`config.mk`:
```
export PLATFORM = sky130hd
export DESIGN_NAME = exe_unit_arbiter
export DESIGN_NICKNAME = d
export VERILOG_FILES = /design/src/rtl/exe_unit_arbiter.sv
export SDC_FILE = /design/constraint.sdc
export NUM_CORES = 1
export LEC_CHECK = 0
export ABC_AREA = 1
export BUFFER_PORTS_ARGS = -buffer_cell sky130_fd_sc_hd__buf_2
export CORE_ASPECT_RATIO = 1.2
export CORE_UTILIZATION = 45
export DETAILED_ROUTE_END_ITERATION = 12
export GPL_TIMING_DRIVEN = 0
export PLACE_DENSITY_LB_ADDON = 0.08
export SLEW_MARGIN = 20
export SYNTH_ARGS = -nofsm -noshare
export SYNTH_HDL_FRONTEND = slang
export SYNTH_SLANG_ARGS = --single-unit
```
`constraint.sdc`:
```
create_clock -name clk -period 2.9 [get_ports clk]
set_clock_uncertainty 0.2 [all_clocks]
set_input_delay 0.29 -clock clk [delete_from_list [all_inputs] [get_ports clk]]
set_output_delay 0.29 -clock clk [all_outputs]
set_load 0.03 [all_outputs]
```
`src/rtl/exe_unit_arbiter.sv`:
```
// exe_unit_arbiter: round-robin sharing of one multi-cycle execution unit
// among four requesters. Drives the operand mux select, runs the
// issue/ready handshake, waits for the completion strobe under a watchdog,
// and returns the registered result tagged with the owning requester.
module exe_unit_arbiter #(
  parameter int ARQ     = 16,
  parameter int TIMEOUT = 255,
  parameter int TW      = 8
) (
  input  logic           clk,
  input  logic           rst_n,
  input  logic [3:0]     req_valid,
  output logic [3:0]     req_ack,
  output logic [1:0]     sel,
  output logic           issue_valid,
  input  logic           unit_ready,
  input  logic           unit_done,
  input  logic [ARQ-1:0] unit_result,
  output logic           resp_valid,
  output logic [1:0]     resp_id,
  output logic [ARQ-1:0] resp_data,
  output logic           busy,
  output logic           timeout_err
);

  typedef enum logic [1:0] {
    IDLE  = 2'd0,
    ISSUE = 2'd1,
    WAIT  = 2'd2
  } state_t;

  // Last WAIT cycle before the watchdog gives up on the unit.
  localparam logic [TW-1:0] CNT_LAST = TW'(TIMEOUT - 1);

  state_t        state;
  state_t        state_nxt;
  logic [1:0]    ptr;
  logic [1:0]    g;
  logic [TW-1:0] cnt;
  logic [1:0]    winner;
  logic          found;
  logic [1:0]    idx;
  logic          wd_expire;

  assign wd_expire = (cnt == CNT_LAST);

  // Round-robin search starting at ptr: the first active requester wins.
  always_comb begin
    winner = ptr;
    found  = 1'b0;
    idx    = ptr;
    for (int k = 0; k < 4; k++) begin
      idx = ptr + 2'(k);
      if (!found && req_valid[idx]) begin
        winner = idx;
        found  = 1'b1;
      end
    end
  end

  // Next-state and handshake outputs; ack is combinational with unit_ready.
  always_comb begin
    state_nxt   = state;
    issue_valid = 1'b0;
    req_ack     = 4'b0000;
    busy        = 1'b0;
    case (state)
      IDLE: begin
        if (|req_valid) state_nxt = ISSUE;
      end
      ISSUE: begin
        issue_valid = 1'b1;
        busy        = 1'b1;
        if (unit_ready) begin
          req_ack   = 4'b0001 << g;
          state_nxt = WAIT;
        end
      end
      WAIT: begin
        busy = 1'b1;
        if (unit_done || wd_expire) state_nxt = IDLE;
      end
      default: state_nxt = IDLE;
    endcase
  end

  // State register; reset drops any transaction in flight.
  always_ff @(posedge clk) begin
    if (!rst_n) state <= IDLE;
    else        state <= state_nxt;
  end

  // Grant, select, watchdog, pointer and response registers.
  always_ff @(posedge clk) begin
    if (!rst_n) begin
      ptr         <= 2'd0;
      g           <= 2'd0;
      sel         <= 2'd0;
      cnt         <= '0;
      resp_valid  <= 1'b0;
      resp_id     <= 2'd0;
      resp_data   <= '0;
      timeout_err <= 1'b0;
    end else begin
      resp_valid <= 1'b0;
      case (state)
        IDLE: begin
          if (|req_valid) begin
            g   <= winner;
            sel <= winner;
          end
        end
        ISSUE: begin
          if (unit_ready) cnt <= '0;
        end
        WAIT: begin
          cnt <= cnt + 1'b1;
          if (unit_done) begin
            resp_data  <= unit_result;
            resp_id    <= g;
            resp_valid <= 1'b1;
            ptr        <= g + 2'd1;
          end else if (wd_expire) begin
            timeout_err <= 1'b1;
            ptr         <= g + 2'd1;
          end
        end
        default: ;
      endcase
    end
  end

endmodule

```
## Word-level counts from Yosys, hierarchy flattened

Cells that the tools add are included.

- $mul: 0
- Shifts and indexed selects: 1
- $lt $le $gt $ge: 4
- Bitwise logic cells: 1
- Add/sub/neg operators: 5
- Reductions and logical operators: 19
- Equal/unequal tests: 6
- Mux-type cells: 27
- Div/mod/pow operators: 0

Operators by type and width:

| operator | number |
|---|---|
| $mux W2 | 8 |
| $pmux W8 S2 | 1 |
| $lt A2 B3 Y1 const B | 4 |
| $mux W1 | 10 |
| $reduce_and A2 Y1 | 5 |
| $add A8 B1 Y8 const B | 1 |
| $bmux W1 S2 | 4 |
| $eq A8 B8 Y1 const B | 1 |
| $mux W4 | 2 |
| $mux W8 | 1 |
| $ne A2 B2 Y1 const B | 3 |
| $pmux W2 S3 | 1 |
| $reduce_and A3 Y1 | 2 |
| $add A2 B1 Y2 const B | 2 |
| $add A2 B2 Y2 const B | 2 |
| $reduce_bool A2 Y1 | 2 |
| $reduce_or A4 Y1 | 1 |
| $shl A1 B2 Y4 const A | 1 |
| $logic_and A1 B1 Y1 | 3 |
| $logic_not A1 Y1 | 3 |
| $eq A2 B1 Y1 const B | 1 |
| $eq A2 B2 Y1 const B | 1 |
| $logic_not A2 Y1 | 1 |
| $reduce_or A2 Y1 | 1 |
| 2 further kinds | 2 |

- Memory bits (read-only): 0
- Word-level logic and storage cells: 71
- Bits in registers: 34
- Input bits: 24
- RAM bits: 0
- Output and inout port bits: 28
- Memories: 0
- Latch bits: 0

## Depth between registers and ports, before layout

- Depth after elaboration: 12
- Depth in mapped cells: 13
- Gate-level depth less buffers: 12

## Worst setup path after synthesis

No wires, ideal clock.

- Path kind: register to register
- From: register state[0]
- To: register cnt[7]
- Buffers on the path: 0
- Period minus slack after synthesis: 1.938 ns
- Data arrival time: 1.667 ns
- Data required time: 2.629 ns
- Setup time: 0.071 ns
- Path slack: 0.962 ns
- Cell stages (with the launch flop): 10
- Cell sequence: dfxtp_1 > inv_1 > ha_1 > nand2_2 > nor2_2 > nand2_1 > nor3_2 > nand2_1 > or2_0 > a21oi_1

- Cells in the longest elaborated chain, start to end: 3
- Elaborated cells on any way between the ends: 6
- Those cells by class: eq/ne: 3; mux: 1; reduce/logical: 2

Ends and longest elaborated chain:

| item | line | RTL |
|---|---|---|
| start: declaration | 35 | `state_t state;` |
| start signal: assignment | 90 | `else state <= state_nxt;` |
| $eq A2 B1 Y1 or $eq A2 B2 Y1 (tied branches) | 106 | `case (state)` |
| $ne A2 B2 Y1 (no source line) or $reduce_bool A2 Y1 (tied branches) | -- |  |
| $reduce_and A2 Y1 (no source line) | -- |  |
| end signal: assignment | 117 | `cnt <= cnt + 1'b1;` |
| end: declaration | 39 | `logic [TW-1:0] cnt;` |

Several ways; a longest one is shown, not always the timed one.
A chain may end at the register's enable or synchronous reset.

## Final worst setup path

Ends and elaborated chain as after synthesis.

==> impl_metrics.csv <==
group,metric,value,unit
yosys,synth_area_leader_cell,"dfxtp_1",
place,portBuffers,51,
pwr,ir_drop,0.398,mV
hold_path,hold_depth,3,
yosys,ys_warn_count,0,
sta,final-hold-violation-count,0,
yosys,synthAdderAreaFrac,7.25,%
yosys,yosys-top-cells-count,"nor2_1, nand2_1, dfxtp_1",
setup_path,reg2reg_slack,1000,ps
sta,period_needed,1900,ps
clock_tree,cts_max_path_buffers,2,
setup_path,cp_slowest_cell,"dfxtp_1",
floorplan,die_area,4090,µm²
clock_tree,clk_pin_slew_worst_paths,80,ps
pwr,p_sw_share,33.8,%
hold_path,holdPathEnd,"resp_data[10]",
clock_tree,cts_tree,"done",
hold_path,holdCritStartpoint,"unit_result[10]",
global_routing,grt_pass1_wl,5600,µm
drt,route.detailed.drc,0,
global_routing,grtUsageTotal,18.0,%
drt,drtAntennaViolNets,0,
drt,post_drt_wl_per_cell,9.77,µm
setup_path,rr_startpoint,"state[0]",
global_routing,grt_max_degree,13,
setup_path,cp_cell_sequence,"inv_1 > ha_1 > nand2_2 > nor2_2 > nand2_1 > nor3_2 > nand2_1 > or2_0 > a21oi_1",
yosys,synth-simple-area-share,32.5,%
place,post-place-ws,1010,ps
pwr,combPwrFrac,29.6,%
sta,final-setup-viol-count,0,
pwr,p_sw,0.516,mW
clock_tree,clk_latency,290,ps
pwr,fin_total_pwr,1.53,mW
place,place_area,2050,µm²
yosys,yosys.area_share.xor_xnor,0,%
global_routing,overflow,0,
setup_path,rr_endpoint,"cnt[7]",
setup_path,start_kind,"flip-flop",
yosys,ys_ff_latch,34,
pwr,p_seq_share,36.3,%
yosys,netlist.area_leader.share,39.4,%
place,dp_hpwl,2580,µm
setup_path,worstSetupPathType,"reg2reg",
setup_path,cp_data_required_time,2910,ps
place,gp_congestion,0.802,
global_routing,grt_pass1_vias,1338,
finish,fin_util,59.6,%
clock_tree,cts_root_buf,"clkbuf_8",
yosys,synth_edf_count,0,
yosys,synth-main-ff-cell,"dfxtp_1",
finish,drive_above_1_share,27.2,%
yosys,ys_top_cells_by_area,"dfxtp_1, nor2_1, nand2_1",
yosys,synthDistinctLibCells,29,
yosys,synth_top_family_by_area,"simple AND/OR/NAND/NOR gates",
drt,totalWireLength,3450,µm
drt,via_count,1601,
clock_tree,cts_buffers,5,
sta,worst_slew_pin_slew,568,ps
setup_path,critPathMostFrequentCell,"nand2_1",
clock_tree,ctsHoldBuffers,0,
clock_tree,htreeDepth,2,
setup_path,cpPeakStageDelay,390,ps
global_routing,antenna_found_initial,0,
pwr,cellPowerDensity,699,nW/µm²
drt,dr.pass1.iters,4,
sta,slew_violations,0,
drt,drt-initial-drc-count,74,
hold_path,hp-class,"in2reg",
floorplan,die_y,69.8,µm
finish,n_antenna_cell,0,
yosys,synth.area.mux_share,0,%
yosys,synth_seq_area_share,39.4,%
run,drv.max_cap_violation_count,0,
outcome,outcome,"finished clean",
yosys,synth_fp_nets,276,
pwr,clockPowerShare,34.1,%
floorplan,io_pins,52,
finish,syn_to_final_growth,26.5,%
clock_tree,post_cts_resize_count,0,
yosys,syn_area,1730,µm²
clock_tree,cts_setup_buffers,0,
finish,final_area,2180,µm²
floorplan,die_w,58.5,µm
yosys,synth_compound_gate_area_share,12.4,%
setup_path,arrival,1910,ps
clock_tree,cts_sinks,34,
drt,drt-vias-per-instance,4.54,
yosys,syn_avg_cell_area,7.13,µm²
sta,max-slew-margin-rel,61.9,%
yosys,synth-async-reset-ratio,0,%
pwr,leakage,1.07,nW
sta,fmax,527,MHz
sta,worst_slack,1000,ps
floorplan,core-area,3660,µm²
setup_path,rr_worst_depth,9,
floorplan,placementRows,24,
setup_path,end_kind,"flip-flop",
pwr,internal_power,1.01,mW
floorplan,start_util,47.1,%
setup_path,path_max_fanout,4,
finish,finalNetCount,334,
sta,grt_setup_unrepaired,"no",
yosys,yosys.cell_count.top_type,"nor2_1",
sta,finalCritPeriodShare,65.5,%
yosys,synth_cells,242,
sta,tns,0,ps
## cells by family after synthesis
group | count (synthesis)
AND/OR/NAND/NOR | 122
adder cells (fa/ha/maj) | 10
buffers and inverters | 36
flip-flops | 34
AO/OA/AOI/OAI | 40
## critical path, delay by kind of cell, from the launching register on
family,cells,cell delay (ps)
AOI/OAI and AO/OA,1,120
adders and majority gates,1,300
buffers and inverters,1,90
DFF,1,390
and+or+nand+nor,6,720
## final cells by class
type	instances	area [µm²]
Buffer	6	30.0
Clock buffer	5	68.8
Clock inverter	3	68.8
Fill cell	394	1480
Inverter	30	115
Multi-Input combinational cell	172	900
Sequential cell	34	681
Tap cell	52	65.1
Timing Repair Buffer	51	255
## how the worst max path moves through the flow
stage,from,to,slack [ps],cells past startpoint
floorplan,state[0],cnt[7],960,9
global placement,state[0],cnt[6],1000,6
detailed placement,state[0],cnt[6],1010,6
CTS,state[0],cnt[7],990,9
global route,state[1],cnt[6],810,11
finish,state[0],cnt[7],1000,9
## metrics by stage
stage                     std cells  hold WS, ps
after floorplan                 242          228
after global placement          345          245
after detailed placement        345          256
after CTS                       353         41.5
after global routing            353         62.9
final                           353         48.7
## power groups by stage
stage	Sequential (mW)	Combinational, mW	Clock (mW)
global placement	0.564	0.454	0
global route	0.562	0.512	0.552
floorplan	0.619	0.292	0
finish	0.555	0.452	0.520
CTS	0.555	0.457	0.533
detailed placement	0.565	0.454	0
## placed cells by master (no fill, tap or decap), drive strengths merged, types with 2 or more instances in the layout
master  count
a21oi      14
buf        52
bufinv      2
clkbuf     10
clkinv      2
dfxtp      34
ha         10
inv        29
nand2      53
nand3      11
nor2       47
nor3        6
nor3b       2
o21ai      22
## state kept, by name (all words and copies together) (netlist names)
signal,flops
timeout_err,1
state,2
cnt,8
g,2
resp_id,2
resp_valid,1
ptr,2
resp_data,16
## per-layer routing
metal	GRT usage, %	part of all wire, %
met1	22.1	49
met2	28.0	43
met3	6.34	5.9
met4	7.94	1.9
met5	0	0
Note: power is estimated with default switching activity, not from simulation.
